`config.mk`:
```
export PLATFORM = sky130hd
export DESIGN_NAME = apb_master_lite2
export DESIGN_NICKNAME = d
export VERILOG_FILES = /design/src/rtl/apb_master_lite2.sv
export SDC_FILE = /design/constraint.sdc
export NUM_CORES = 1
export LEC_CHECK = 0
export CAP_MARGIN = 15
export CORE_UTILIZATION = 44
export DETAILED_ROUTE_END_ITERATION = 8
export PLACE_DENSITY = 0.9
export SYNTH_ARGS = -nofsm -noshare
export SYNTH_HDL_FRONTEND = slang
export SYNTH_SLANG_ARGS = --single-unit
```
`constraint.sdc`:
```
create_clock -name pclk2 -period 4.32 [get_ports pclk2]
set_input_delay 1.08 -clock pclk2 [delete_from_list [all_inputs] [get_ports pclk2]]
set_output_delay 1.08 -clock pclk2 [all_outputs]
set_load 0.03 [all_outputs]
```
`src/rtl/apb_master_lite2.sv`:
```
`default_nettype none
`timescale 1ns/1ps
// ============================================================================
//  Module   : apb_master_lite2
//  Brief    : Single-outstanding APB initiator. Turns a valid/ready command
//             into an APB SETUP/ACCESS transfer and returns read data plus
//             error/timeout status as a one-cycle response pulse.
//  Revision : 1.0 - initial release
// ============================================================================
module apb_master_lite2 #(
  parameter int ADDR_WIDTH2     = 6,
  parameter int DATA_WIDTH2     = 32,
  parameter int TIMEOUT_CYCLES2 = 16
) (
  input  logic                   pclk2,
  input  logic                   p_reset2,
  // command side
  input  logic                   cmd_valid2,
  output logic                   cmd_ready2,
  input  logic                   cmd_write2,
  input  logic [ADDR_WIDTH2-1:0] cmd_addr2,
  input  logic [DATA_WIDTH2-1:0] cmd_wdata2,
  // response side
  output logic                   rsp_valid2,
  output logic [DATA_WIDTH2-1:0] rsp_rdata2,
  output logic                   rsp_err2,
  // APB side
  output logic                   psel2,
  output logic                   penable2,
  output logic                   pwrite2,
  output logic [ADDR_WIDTH2-1:0] paddr2,
  output logic [DATA_WIDTH2-1:0] pwdata2,
  input  logic [DATA_WIDTH2-1:0] prdata2,
  input  logic                   pready2,
  input  logic                   pslverr2
);

  // Wait counter wide enough to hold TIMEOUT_CYCLES2; at least one bit.
  localparam int CNT_W = (TIMEOUT_CYCLES2 > 0) ? $clog2(TIMEOUT_CYCLES2 + 1) : 1;
  // Abort fires on the wait cycle that would bring the count to the limit.
  localparam int                 TO_LAST_I = (TIMEOUT_CYCLES2 > 0) ? TIMEOUT_CYCLES2 - 1 : 0;
  localparam logic [CNT_W-1:0]   TO_LAST   = TO_LAST_I[CNT_W-1:0];

  typedef enum logic [1:0] {
    S_IDLE   = 2'd0,
    S_SETUP  = 2'd1,
    S_ACCESS = 2'd2
  } state_t;

  state_t                 state_q, state_d;
  logic [CNT_W-1:0]       cnt_q, cnt_d;
  logic                   psel_q, psel_d;
  logic                   penable_q, penable_d;
  logic                   pwrite_q, pwrite_d;
  logic [ADDR_WIDTH2-1:0] paddr_q, paddr_d;
  logic [DATA_WIDTH2-1:0] pwdata_q, pwdata_d;
  logic                   rsp_valid_q, rsp_valid_d;
  logic [DATA_WIDTH2-1:0] rsp_rdata_q, rsp_rdata_d;
  logic                   rsp_err_q, rsp_err_d;
  logic                   timeout_hit;

  // Timeout only exists when a non-zero limit is configured.
  assign timeout_hit = (TIMEOUT_CYCLES2 != 0) && (cnt_q == TO_LAST);

  // Next-state, transfer and response logic; bus strobes follow the next state
  // so they come straight out of flops.
  always_comb begin
    state_d     = state_q;
    cnt_d       = cnt_q;
    pwrite_d    = pwrite_q;
    paddr_d     = paddr_q;
    pwdata_d    = pwdata_q;
    rsp_valid_d = 1'b0;
    rsp_rdata_d = rsp_rdata_q;
    rsp_err_d   = rsp_err_q;

    case (state_q)
      S_IDLE: begin
        if (cmd_valid2) begin
          pwrite_d = cmd_write2;
          paddr_d  = cmd_addr2;
          pwdata_d = cmd_wdata2;
          state_d  = S_SETUP;
        end
      end
      S_SETUP: begin
        cnt_d   = '0;
        state_d = S_ACCESS;
      end
      S_ACCESS: begin
        if (pready2) begin
          rsp_valid_d = 1'b1;
          rsp_rdata_d = pwrite_q ? '0 : prdata2;
          rsp_err_d   = pslverr2;
          cnt_d       = '0;
          state_d     = S_IDLE;
        end else if (timeout_hit) begin
          rsp_valid_d = 1'b1;
          rsp_rdata_d = '0;
          rsp_err_d   = 1'b1;
          cnt_d       = '0;
          state_d     = S_IDLE;
        end else begin
          cnt_d = cnt_q + CNT_W'(1);
        end
      end
      default: begin
        state_d = S_IDLE;
        cnt_d   = '0;
      end
    endcase

    psel_d    = (state_d != S_IDLE);
    penable_d = (state_d == S_ACCESS);
  end

  // State and output registers; reset drops the bus immediately.
  always_ff @(posedge pclk2 or posedge p_reset2) begin
    if (p_reset2) begin
      state_q     <= S_IDLE;
      cnt_q       <= '0;
      psel_q      <= 1'b0;
      penable_q   <= 1'b0;
      pwrite_q    <= 1'b0;
      paddr_q     <= '0;
      pwdata_q    <= '0;
      rsp_valid_q <= 1'b0;
      rsp_rdata_q <= '0;
      rsp_err_q   <= 1'b0;
    end else begin
      state_q     <= state_d;
      cnt_q       <= cnt_d;
      psel_q      <= psel_d;
      penable_q   <= penable_d;
      pwrite_q    <= pwrite_d;
      paddr_q     <= paddr_d;
      pwdata_q    <= pwdata_d;
      rsp_valid_q <= rsp_valid_d;
      rsp_rdata_q <= rsp_rdata_d;
      rsp_err_q   <= rsp_err_d;
    end
  end

  assign cmd_ready2 = (state_q == S_IDLE);
  assign psel2      = psel_q;
  assign penable2   = penable_q;
  assign pwrite2    = pwrite_q;
  assign paddr2     = paddr_q;
  assign pwdata2    = pwdata_q;
  assign rsp_valid2 = rsp_valid_q;
  assign rsp_rdata2 = rsp_rdata_q;
  assign rsp_err2   = rsp_err_q;

endmodule
`default_nettype wire

```
==> impl_metrics.ini <==
[status]
outcome = completed

[route]
drtPass1Iterations = 4
wl_met2_um = 3910
drt_first_iter_violations = 87
routed-wl-met3_um = 403
drcViolationCount = 0
routedLengthMet1_um = 3190
total_number_of_vias = 2283
routed_wl_um = 7640
wl_per_cell_um = 16.6
route.top_layer_used = met4
routed_via_density = 4.96
drt.antenna.violating_nets = 0

[synthesis]
syn-instance-count = 203
synth_flop_cell = sky130_fd_sc_hd__dfrtp_1
leading_cell_types_by_total_area_after_synthesis = sky130_fd_sc_hd__dfrtp_1, sky130_fd_sc_hd__mux2_4, sky130_fd_sc_hd__a22o_1
synth.net_count = 280
yosys_warnings = 0
synth.most_common_cell = sky130_fd_sc_hd__dfrtp_1
synth_area_per_cell_sq_um = 16.3
commonest_cells_in_the_synthesized_netlist = sky130_fd_sc_hd__dfrtp_1, sky130_fd_sc_hd__mux2_4, sky130_fd_sc_hd__a22o_1
synthesis.area_sq_um = 3300
number_of_storage_elements_in_the_synthesis_netlist = 82
ys_seq_area_share_pct = 62.1
synth_top_cell_by_area = sky130_fd_sc_hd__dfrtp_1
yosys_top_cell_area_share_pct = 62.1
async_sr_flop_fraction_pct = 100
ys_types = 31
synth_edf_count = 0

[worst_setup_path]
rr_worst_depth = 5
worstPathMaxFanout = 10
r2r_setup_slack_ps = 2270
r2r_end = rsp_rdata2[19]$_DFFE_PP0P_
worstSetupStartpointType = flip-flop
worst_ep_required_time_ps = 3240
end_kind = output port
regToRegStartpoint = cnt_q[0]$_DFFE_PP0N_
worstPathArrival_ps = 1780
crit_path_category = flip-flop to output port

[pwr]
switching_share_pct = 39.5
cellInternalPower_w = 0.00243
p_comb_share_pct = 52.9
cellPowerDensity_nw_per_um2 = 798
power.share.clock_pct = 14.0
leakage_nw = 2.21
sequentialPowerShare_pct = 33.1
peakVddDrop_mv = 0.444
p_sw_w = 0.00159
total_power_w = 0.00402

[cts]
worst_skew_pair.late_latency_ps = 350
cts_repair_resize_count = 0
cts_tree = yes
max-clock-path-buffers = 2
cts-hold-fix-buffers = 0
clock-sinks = 82
cts_buffers = 9
post_cts.repair.setup_buffers = 0
clkTransAtPathRegs_ps = 80
clk_root_buffer_cell = sky130_fd_sc_hd__clkbuf_8
h-tree-depth = 3

[global_route]
vias_in_the_first_global_route = 2312
number_of_antenna_violations_at_the_first_check_in_global_routing = 0
grt_first_pass_wirelength_um = 11500
largest_net_degree_at_the_start_of_global_routing = 56
grtUsageTotal_pct = 19.7
grt.overflow.total = 0

[placement]
port-buffer-count = 151
place.detailed.instances = 444
hpwl_um = 5440
place_congestion = 0.817

[sta]
fin_crit_sh_pct = 66.3
tightestPinTransition_ps = 937
tns_ps = 0
rsz0062_at_grt = no
setup_violations = 0
skew_ps = 7.83
worst_case_headroom_to_the_max_slew_limit_pct = 37.5
fmax_ghz = 0.349
maxSlewViolCount = 0
hold_violations = 0
final_min_period_ps = 2860

[cells_and_area]
area_growth_pct = 52.3
drive_gt1_share_pct = 18.0
layout.nets = 433
final-seq-area_sq_um = 2050
multi_input_comb_area_sq_um = 1100
num-fill-cells = 515
fin_cells = 460
insertedDiodeCount = 0

[min_path]
number_of_cells_traversed_by_the_worst_hold_path = 1
worst_hold_startpoint = rsp_rdata2[14]$_DFFE_PP0P_
class_of_the_most_critical_hold_timing_path = flip-flop to flip-flop
whs_endpoint = rsp_rdata2[14]$_DFFE_PP0P_

[floorplan]
die_width_um = 88.7
die_area_sq_um = 7860
floorplan.die.height_um = 88.7
core-area_sq_um = 7250
initial_utilization_pct = 45.6
placementRows = 31
io_pins = 152

[run]
cap_violations = 0
-- critical path: stages, from the launching register on --
cell                              delay (ps)
sky130_fd_sc_hd__dfrtp_1                 520
sky130_fd_sc_hd__nor2_4                  220
sky130_fd_sc_hd__clkdlybuf4s50_1         690
-- worst max path at each step --
stage / start / endpoint / slack [ps] / depth (start not counted)
floorplan: p_reset2 / cnt_q[0]$_DFFE_PP0N_ / 1130 / 1
global placement: pready2 / rsp_rdata2[21]$_DFFE_PP0P_ / 1510 / 5
detailed placement: pready2 / rsp_rdata2[17]$_DFFE_PP0P_ / 1400 / 5
CTS: state_q[1]$_DFF_PP0_ / cmd_ready2 / 1440 / 2
global route: state_q[1]$_DFF_PP0_ / cmd_ready2 / 1380 / 2
finish: state_q[1]$_DFF_PP0_ / cmd_ready2 / 1460 / 2
-- flip-flops by register name (all words and copies together) (netlist names), 2 cells and up --
signal,cells
pwdata2,32
paddr2,6
cnt_q,5
rsp_rdata2,32
state_q,2
-- logic make-up (layout without fill, tap and decap cells) --
kind of cell	Yosys count	after routing	share of synthesized area, %
multiplexers	40	40	18.0
AO/OA/AOI/OAI	42	42	10.4
buffers and inverters	16	174	4.58
flip-flops	82	82	62.1
adder cells (fa/ha/maj)	1	1	0.379
AND/OR/NAND/NOR	22	22	4.51
-- cells in the final DEF (no fill, tap or decap), drive strengths merged, types with 3 or more instances in the layout --
cell           synthesis  layout
a22o                  32      32
buf                   13       4
clkbuf                 0       9
clkdlybuf4s50          0     151
clkinv                 0       3
dfrtp                 82      82
inv                    3       4
mux2                  39      39
nand2                  3       3
nand2b                 3       3
nand3b                 3       3
nor2                   4       4
nor2b                  3       3
o21ai                  3       3
-- stage by stage --
stage                     cell area, sq um  worst slack, ps  hold slack (ps)  util [%]
after global routing                  5030             1380              520      69.4
after floorplan                       3300             1130              479         -
final                                 5030             1460              507      69.4
after CTS                             5030             1440              515      69.4
after detailed placement              4830             1400              493      66.6
after global placement                4830             1510              488      66.6
-- layer usage --
layer | vias up | GRT usage, %
li1 | 1043 | -
met2 | 88 | 32.0
met3 | 12 | 3.73
met4 | 0 | 8.80
met5 | - | 0
met1 | 1140 | 25.6
-- layout make-up --
| cell class | count | share of cell area, % |
|---|---|---|
| repair buffers | 155 | 30.6 |
| clock inverters | 7 | 1.52 |
| multi-input cells | 105 | 21.9 |
| flip-flops and latches | 82 | 40.8 |
| clock buffers | 9 | 2.46 |
| well taps | 99 | 2.46 |
| inverters | 3 | 0.249 |
-- power groups by stage --
stage / combinational [W] / clock [W] / sequential [W]
after floorplan: 0.000710 / 0 / 0.00195
after global placement: 0.00209 / 0 / 0.00132
after detailed placement: 0.00214 / 0 / 0.00134
after CTS: 0.00215 / 0.000576 / 0.00133
after global routing: 0.00222 / 0.000608 / 0.00138
final: 0.00212 / 0.000560 / 0.00133
No activity file was read; power rests on OpenSTA's default activity.
